===== config.mk =====
export PLATFORM = sky130hd
export DESIGN_NAME = load_store_unit
export DESIGN_NICKNAME = d
export VERILOG_FILES = /design/src/rtl/load_store_unit.sv
export SDC_FILE = /design/constraint.sdc
export NUM_CORES = 1
export LEC_CHECK = 0
export CAP_MARGIN = 20
export CORE_AREA = 2 2 67 69
export CTS_CLUSTER_SIZE = 20
export DETAILED_ROUTE_END_ITERATION = 16
export DIE_AREA = 0 0 69 71
export GPL_ROUTABILITY_DRIVEN = 0
export PLACE_DENSITY = 0.76
export SLEW_MARGIN = 25
export SYNTH_ARGS = -nofsm -noshare
export SYNTH_HDL_FRONTEND = slang
export SYNTH_SLANG_ARGS = --single-unit

===== constraint.sdc =====
create_clock -name clk -period 2 [get_ports clk]
set_input_delay 0.4 -clock clk [delete_from_list [all_inputs] [get_ports clk]]
set_output_delay 0.4 -clock clk [all_outputs]
set_load 0.05 [all_outputs]

===== src/rtl/load_store_unit.sv =====
// Load/store sequencer: one lw/sw at a time into an 8-word data memory, load result returned to writeback.
// Accept->ACCESS is one cycle; loads respond the cycle after ACCESS and hold until rsp_ready.
module load_store_unit #(
    parameter int ADDR_W     = 8,
    parameter int DATA_W     = 8,
    parameter int RD_W       = 3,
    parameter int DMEM_DEPTH = 8
) (
    input  logic              clk,
    input  logic              rst_n,
    input  logic              req_valid,
    output logic              req_ready,
    input  logic              req_we,
    input  logic [ADDR_W-1:0] req_addr,
    input  logic [DATA_W-1:0] req_wdata,
    input  logic [RD_W-1:0]   req_rd,
    output logic              rsp_valid,
    input  logic              rsp_ready,
    output logic [DATA_W-1:0] rsp_rdata,
    output logic [RD_W-1:0]   rsp_rd,
    output logic              rsp_err,
    output logic [ADDR_W-1:0] mem_access_addr,
    output logic [DATA_W-1:0] mem_write_data,
    output logic              mem_write_en,
    output logic              mem_read,
    input  logic [DATA_W-1:0] mem_read_data,
    output logic              err_flag,
    input  logic              err_clr,
    output logic [7:0]        acc_cnt
);

    localparam logic [1:0] S_IDLE   = 2'd0;
    localparam logic [1:0] S_ACCESS = 2'd1;
    localparam logic [1:0] S_RESP   = 2'd2;

    localparam logic [ADDR_W:0] DEPTH_L = DMEM_DEPTH[ADDR_W:0];

    logic [1:0]        state;
    logic              lat_we;
    logic [ADDR_W-1:0] lat_addr;
    logic [DATA_W-1:0] lat_wdata;
    logic [RD_W-1:0]   lat_rd;
    logic [DATA_W-1:0] rdata_q;
    logic              rerr_q;
    logic              err_q;
    logic [7:0]        cnt_q;
    logic              in_range;
    logic              in_access;

    assign in_range  = ({1'b0, lat_addr} < DEPTH_L);
    assign in_access = (state == S_ACCESS);

    // Strobes decode straight from state so an async reset kills them at once.
    assign req_ready       = (state == S_IDLE);
    assign rsp_valid       = (state == S_RESP);
    assign mem_write_en    = in_access & lat_we & in_range;
    assign mem_read        = in_access & ~lat_we & in_range;
    assign mem_access_addr = lat_addr;
    assign mem_write_data  = lat_wdata;
    assign rsp_rdata       = rdata_q;
    assign rsp_rd          = lat_rd;
    assign rsp_err         = rerr_q;
    assign err_flag        = err_q;
    assign acc_cnt         = cnt_q;

    always_ff @(posedge clk or negedge rst_n) begin
        if (!rst_n) begin
            state     <= S_IDLE;
            lat_we    <= 1'b0;
            lat_addr  <= '0;
            lat_wdata <= '0;
            lat_rd    <= '0;
            rdata_q   <= '0;
            rerr_q    <= 1'b0;
        end else begin
            case (state)
                S_IDLE: begin
                    if (req_valid) begin
                        lat_we    <= req_we;
                        lat_addr  <= req_addr;
                        lat_wdata <= req_wdata;
                        lat_rd    <= req_rd;
                        state     <= S_ACCESS;
                    end
                end
                S_ACCESS: begin
                    if (lat_we) begin
                        state <= S_IDLE;
                    end else begin
                        rdata_q <= in_range ? mem_read_data : '0;
                        rerr_q  <= ~in_range;
                        state   <= S_RESP;
                    end
                end
                S_RESP: begin
                    if (rsp_ready) begin
                        state <= S_IDLE;
                    end
                end
                default: state <= S_IDLE;
            endcase
        end
    end

    // A fresh out-of-range access outranks a simultaneous clear.
    always_ff @(posedge clk or negedge rst_n) begin
        if (!rst_n) begin
            err_q <= 1'b0;
            cnt_q <= 8'd0;
        end else begin
            if (in_access && !in_range) begin
                err_q <= 1'b1;
            end else if (err_clr) begin
                err_q <= 1'b0;
            end
            if (in_access && in_range) begin
                cnt_q <= cnt_q + 8'd1;
            end
        end
    end

endmodule


; ---- Word-level counts from Yosys, hierarchy flattened
; Cells that the tools add are included.
[totals]
word_cells = 36
regBits = 40
output_inout_bits = 41
input_bits = 33
[classes]
n_eq_ne = 4
addsub = 1
n_bitwise = 6
n_lt_le_gt_ge = 1
mux = 7
n_reduce_logical = 8
[ops]
columns = op, count
row1 = adder 8 x 1 -> 8 bit (second input constant), 1
row2 = less-than comparator 8 x 4 -> 1 bit (second input constant), 1
row3 = two-way mux 8 bit, 1
row4 = two-way mux 2 bit, 3
row5 = one-hot mux 2 bit (3 select lines), 1
row6 = AND reduction 2 bit, 3
row7 = AND 1 bit, 4
row8 = equality test 2 x 1 -> 1 bit (second input constant), 1
row9 = equality test 2 bit (second input constant), 1
row10 = logical AND 1 bit, 2
row11 = logical NOT 2 bit, 1
row12 = two-way mux 1 bit, 2
row13 = != test 2 x 1 -> 1 bit (second input constant), 1
row14 = != test 2 bit (second input constant), 1
row15 = NOT 1 bit, 2
row16 = nonzero test 2 bit, 1
row17 = logical NOT 1 bit, 1

; ---- Longest topological paths before layout
; Gate-level depths: netlist of run 1.
[logic_depth]
ltp_word = 4
ltp_mapped = 5
ltp_nobuf = 4

; ---- Worst setup path before layout of run 1
; No wires, ideal clock.
[synth_path]
path_kind = register to output
start = register lat_addr[4] (netlist: mem_access_addr[4])
end = output port mem_read
path_slack_ps = -280
stages_incl_launch_ff = 5
t_arrival_ps = 1880
required_time_ps = 1600
path_buffers = 1
path_cell_list = dfrtp_1 -> or3_1 -> nor3_1 -> buf_2 -> and2_1
[synth_via]
elab_chain_len = 2
[synth_lines]
columns = element, line
row1 = from (decl), 40  ; logic [ADDR_W-1:0] lat_addr;
row2 = from (signal assigned), 80  ; lat_addr <= req_addr;
row3 = less-than comparator 8 x 4 -> 1 bit, 50  ; assign in_range = ({1'b0, lat_addr} < DEPTH_L);
row4 = AND 1 bit, 57  ; assign mem_read = in_access & ~lat_we & in_range;
row5 = to (decl), 25  ; output logic mem_read,
; No other way between the ends.

; ---- Worst setup path after layout of run 1
; Same ends and word-level chain as after synthesis.

==> metrics.txt, run 1 <==
cell with the most instances after synthesis=dfrtp_1; Final Max Slew Viols=0; startpoint types=flip-flop; post-synth top area cell=dfrtp_1; cell family with most CP delay=simple AND/OR/NAND/NOR gates; Pwr Density=1620 nW/um^2; post-DR wirelength/cell=15.3 um; Post-CTS Hold Buffers=0; NumNets Final=238; clock slew at reported path FFs=80 ps; Crit. End Element=primary output; largest net degree at the start of global routing=28; buffers plus inverters on the worst setup path=1; CTS tree=done; max cap viols=0; crit path kind=flip-flop to primary output; CTS Sinks=40; Final min period=approximately 2000 ps; Seq/Total Area, Yosys=0.604; via-per-instance ratio=around 5.0; total track usage=0.173; RSZ-0062 raised after global routing=true; die footprint=4900 sq um; commonest cells in the netlist=dfrtp_1, mux2_2, nor2b_1; max frequency=slightly above 500 MHz; I/O pin cnt=74; worst reg2reg path endpoint=acc_cnt[7]$_DFFE_PN0P_; Worst Slack Setup Final=26.3 ps; post-synthesis register bit count=40; relative slew slack=0.604; Longest Clk Path Bufs=2; slowest CP cell=or3_4; EDFF count, synth=0; Yosys top cell area share=0.604; share of cells above drive strength 1=0.332; Area Overhead vs Synth=58.0%; Inserted Clock Buffers=5; htree depth=2; grt total ovfl=0; worst-path maximum fanout=4; R2R setup slack=about 380 ps; initial antenna violation count=0; Final Util=0.623; total wire length=about 4000 um; Final Hold Fails=0; die height=71 um; Final ANT Viol Nets=0; synth unique cells=25; n_diodes=0; worst ir drop on vdd=1060 uV; via count=1295; first-pass GRT wire length=6620 um; Worst R2R Start=mem_access_addr[7]$_DFFE_PN0P_; endpoints failing setup=0; Worst Hold Class=primary input to asynchronous set/reset pin; Mean Syn Cell Area=about 14 sq um; status=completed; Core Area=4200 sq um; Primary FF master, synth=dfrtp_1; syn_nets=155; Fin Hold WS=102 ps; 1st-pass router iterations=4; CP max stage delay=430 ps; reg2reg path depth=3; IO buf count=73; critical-path cell list=or3_4 -> nor3_4 -> and2_4 -> buf_12; synth top area cells=dfrtp_1, mux2_2, a31o_2; leakage power=0.00117 uW; Period Utilization, post-route=0.987; Worst Max-Slew Pin Slew=between 500 and 600 ps; ys async rst share=1.00; total negative slack=0 ps; dpl ws=209 ps; number of remaining DRC errors=0; initial DRC count=56; Root Driver=clkbuf_8; Ys Warns=0; Worst EP required=between 1500 and 2000 ps; filler cell count in the final layout=349; vias in the first global route=1376; DP HPWL=3020 um; Clock Skews=5.87 ps; Die X-Extent=69 um; FP Rows=24; Syn Inst Count=121; initial core utilization=0.394; crit path DAT=between 1500 and 2000 ps; Post-Syn Area=~1700 sq um; Worst-Skew Late Latency=between 200 and 300 ps
## sequential cells by signal (all words and copies together), names as in the netlist
signal,cells
rsp_rdata,8
mem_write_data,8
rsp_err,1
acc_cnt,8
lat_we,1
err_flag,1
rsp_rd,3
state,2
mem_access_addr,8
## routing by layer
layer | global-route usage | share of wire
met5 | 0 | 0
met2 | 0.300 | 0.52
met3 | 0.0541 | 0.080
met4 | 0.0719 | 0.018
met1 | 0.199 | 0.38
## report_power, final
part           internal (uW)  switching (uW)  total (uW)
clock                    282             281         563
combinational            889            1430        2320
sequential              1100             249        1350
## logic make-up after synthesis
group,after synthesis,synth area share
AOI/OAI and AO/OA,11,0.0551
xor gates and xnor gates,7,0.0370
adders and majority gates,1,0.00755
buffers and inverters,8,0.0219
DFF,40,0.604
muxes,21,0.143
and+or+nand+nor,33,0.131
## through the flow
step	std cells	instance area, sq um	total power (uW)
after detailed placement	248	2490	3650
final	257	2620	4230
after floorplan	121	1660	2810
after global routing	257	2620	4430
after global placement	248	2490	3590
after CTS	256	2610	4250
## repair_timing
action                     CTS  global route
buffers inserted             0             1
pin swaps                    0             0
gates resized for setup      3             1
setup endpoints to repair    1             2
## cell usage in the layout, fill, tap and decap left out
cell type | netlist | layout
and2_4 | 0 | 1
o32ai_1 | 1 | 1
nor3_1 | 4 | 3
nor3_4 | 0 | 1
nor3b_2 | 0 | 1
and3_1 | 1 | 1
a31o_2 | 8 | 8
nor2_2 | 0 | 1
mux2_2 | 21 | 21
nor4_2 | 1 | 1
xor2_1 | 3 | 3
dfrtp_1 | 40 | 38
or3_4 | 0 | 1
and4_1 | 2 | 2
nor4b_2 | 1 | 1
or4b_4 | 1 | 1
dfrtp_2 | 0 | 2
xnor2_1 | 4 | 4
buf_4 | 0 | 17
dlymetal6s2s_1 | 0 | 1
clkdlybuf4s50_1 | 0 | 59
inv_1 | 3 | 3
nand2_1 | 1 | 1
nand3_1 | 4 | 4
nand4_1 | 3 | 3
buf_2 | 5 | 1
nor2b_1 | 9 | 9
nor2_1 | 2 | 1
inv_6 | 0 | 1
buf_12 | 0 | 3
and2_1 | 2 | 1
a21oi_1 | 1 | 1
ha_1 | 1 | 1
a21o_1 | 1 | 1
clkinv_2 | 0 | 1
clkbuf_8 | 0 | 6
## cell type report
class                      instances  area, sq um  area share
clock buffer                       6         82.6      0.0315
clock inverter                     2         13.8     0.00526
inverter                           3         11.3     0.00430
multi-input combinational         73          646       0.247
sequential                        40         1000       0.383
tap                               52         65.1      0.0249
timing repair buffer              81          796       0.304
## how the worst max path moves through the flow
| stage | slack (ps) | end | startpoint | cells past startpoint |
|---|---|---|---|---|
| final | 30 | mem_read | mem_access_addr[4]$_DFFE_PN0P_ | 4 |
| after global routing | -30 | mem_read | mem_access_addr[4]$_DFFE_PN0P_ | 4 |
| after CTS | 6 | mem_read | mem_access_addr[4]$_DFFE_PN0P_ | 4 |
| after detailed placement | 210 | mem_read | mem_access_addr[4]$_DFFE_PN0P_ | 4 |
| after global placement | 220 | mem_read | mem_access_addr[4]$_DFFE_PN0P_ | 4 |
| after floorplan | -30 | mem_read | mem_access_addr[6]$_DFFE_PN0P_ | 4 |
No activity file was read; power rests on OpenSTA's default activity.
==> run 2: changes to the inputs <==
--- a/config.mk
+++ b/config.mk
@@ -6,13 +6,14 @@
 export NUM_CORES = 1
 export LEC_CHECK = 0
 export CAP_MARGIN = 20
-export CORE_AREA = 2 2 67 69
+export CORE_AREA = 2 2 65 67
 export CTS_CLUSTER_SIZE = 20
 export DETAILED_ROUTE_END_ITERATION = 16
-export DIE_AREA = 0 0 69 71
+export DIE_AREA = 0 0 67 69
 export GPL_ROUTABILITY_DRIVEN = 0
-export PLACE_DENSITY = 0.76
+export PLACE_DENSITY = 0.8
 export SLEW_MARGIN = 25
 export SYNTH_ARGS = -nofsm -noshare
 export SYNTH_HDL_FRONTEND = slang
 export SYNTH_SLANG_ARGS = --single-unit
+export TNS_END_PERCENT = 1
==> constraint.sdc (replaced) <==
create_clock -name clk -period 2.55 [get_ports clk]
set_input_delay 0.51 -clock clk [delete_from_list [all_inputs] [get_ports clk]]
set_output_delay 0.51 -clock clk [all_outputs]
set_load 0.05 [all_outputs]
==> run 2 against run 1 <==
  * First-iteration DRC count decreased by 48%
  * Sequential share of layout area is 0.90 points higher
  * Critical path type unchanged
  * Die area is 5.6% lower
  * Utilization increased by 2.9 points
  * Clock skew up 1.9 ps
  * Largest power group unchanged
  * Largest cell class unchanged
  * Design area down 2.5%
==> metrics.txt, run 2 (synthesis gave the netlist of run 1 again) <==
status=completed; most common cell after layout, fill and taps aside=clkdlybuf4s50_1; Die X-Extent=~67 um; CP max stage delay=roughly 840 ps; Final Hold Fails=0; crit path kind=flip-flop to primary output; cell family with most CP delay=buffers and inverters; Area after DPL=2450 sq um; share of cells above drive strength 1=0.235; clock slew at reported path FFs=approximately 80 ps; Area Overhead vs Synth=54.0%; Crit. End Element=primary output; CTS tree=done; crit path DAT=~1800 ps; max frequency=426 MHz; DP HPWL=2910 um; largest net degree at the start of global routing=41; WP depth=2; initial antenna violation count=0; post-route cell area=approximately 2600 sq um; slowest CP cell=clkdlybuf4s50_1; Post-CTS Hold Buffers=0; Pwr Density=1280 nW/um^2; I/O pin cnt=between 70 and 80; crit path launch=state[1]$_DFFE_PN0P_; Clock Skews=7.76 ps; R2R setup slack=950 ps; number of remaining DRC errors=0; Worst Hold Class=primary input to asynchronous set/reset pin; Final min period=around 2300 ps; NumNets Final=between 200 and 250; initial core utilization=0.423; Root Driver=clkbuf_8; RSZ-0062 raised after global routing=false; via-per-instance ratio=5.13; vias in the first global route=between 1000 and 1500; Resize count post-CTS=0; total track usage=0.187; worst-path maximum fanout=6; total negative slack=0 ps; grt total ovfl=0; via count=1282; IO buf count=73; FP Rows=23; Worst Max-Slew Pin Slew=864 ps; Core Area=3910 sq um; Period Utilization, post-route=0.920; Final Util=0.652; startpoint types=flip-flop; Worst R2R Start=mem_access_addr[7]$_DFFE_PN0P_; critical-path cell list=nor2b_1 -> clkdlybuf4s50_1; Longest Clk Path Bufs=2; 1st-pass router iterations=4; max cap viols=0; critical path capture point=rsp_valid; reg2reg path depth=3; Final ANT Viol Nets=0; Inserted Clock Buffers=5; worst ir drop on vdd=980 uV; die footprint=4620 sq um; Worst EP required=2040 ps; endpoints failing setup=0; CTS Sinks=40; post-DR wirelength/cell=15.8 um; first-pass GRT wire length=around 6500 um; Setup Buffers After CTS=0; htree depth=2; Worst-Skew Late Latency=300 ps; total wire length=3960 um; buffers plus inverters on the worst setup path=1; relative slew slack=0.424; n_diodes=0; leakage power=0.00110 uW; most frequent cells in the layout=clkdlybuf4s50_1, dfrtp_1, mux2_2, nor2b_1, a31o_2; worst reg2reg path endpoint=acc_cnt[1]$_DFFE_PN0P_; Final Max Slew Viols=0; die height=between 60 and 70 um; initial DRC count=29
-- run 2: cell count changes in the layout (fill, tap and decap cells not counted), moves of 2 or more --
cell / before / now
buf_12: 3 / 1
buf_4: 17 / 4
clkdlybuf4s50_1: 59 / 70
dfrtp_1: 38 / 40
dfrtp_2: 2 / 0
-- run 2: routing by layer --
layer,track usage,share of wire
met1,0.218,0.38
met2,0.294,0.50
met3,0.0848,0.10
met4,0.0748,0.018
met5,0,0
-- run 2: where the power goes --
part / internal (uW) / total [uW] / leakage, uW / switching (uW)
Clock: 221 / 442 / 0.0000516 / 221
Sequential: 859 / 1050 / 0.000502 / 191
Combinational: 665 / 1780 / 0.000547 / 1120
-- run 2: final cells by class --
| type | count | area, sq um |
|---|---|---|
| tap | 50 | 62.6 |
| clock inverter | 2 | 13.8 |
| fill | 303 | 1360 |
| timing repair buffer | 76 | 756 |
| sequential | 40 | 1000 |
| multi-input combinational | 73 | 624 |
| inverter | 3 | 11.3 |
| clock buffer | 6 | 82.6 |
-- run 2: worst min path at each step --
stage | depth (start not counted) | slack (ps) | from | end
after floorplan | 0 | 210 | rst_n | acc_cnt[0]$_DFFE_PN0P_
after CTS | 1 | 350 | rst_n | mem_access_addr[1]$_DFFE_PN0P_
after global placement | 1 | 460 | acc_cnt[7]$_DFFE_PN0P_ | acc_cnt[7]$_DFFE_PN0P_
after global routing | 1 | 380 | rst_n | mem_access_addr[1]$_DFFE_PN0P_
final | 1 | 310 | rst_n | mem_access_addr[1]$_DFFE_PN0P_
after detailed placement | 1 | 470 | acc_cnt[7]$_DFFE_PN0P_ | acc_cnt[7]$_DFFE_PN0P_
-- run 2: worst reg2reg max path, stage by stage (launching register included) --
cell     delay (ps)
dfrtp_1         450
nor4b_2         540
nand2_1         170
mux2_2          310
-- run 2: through the flow --
step                worst slack [ps]  instances  power (uW)  hold slack, ps
floorplan                        160        121        2200             214
global route                     155        250        3430             375
detailed placement               545        242        2840             465
CTS                              214        250        3300             354
finish                           205        250        3270             311
global placement                 584        242        2790             461
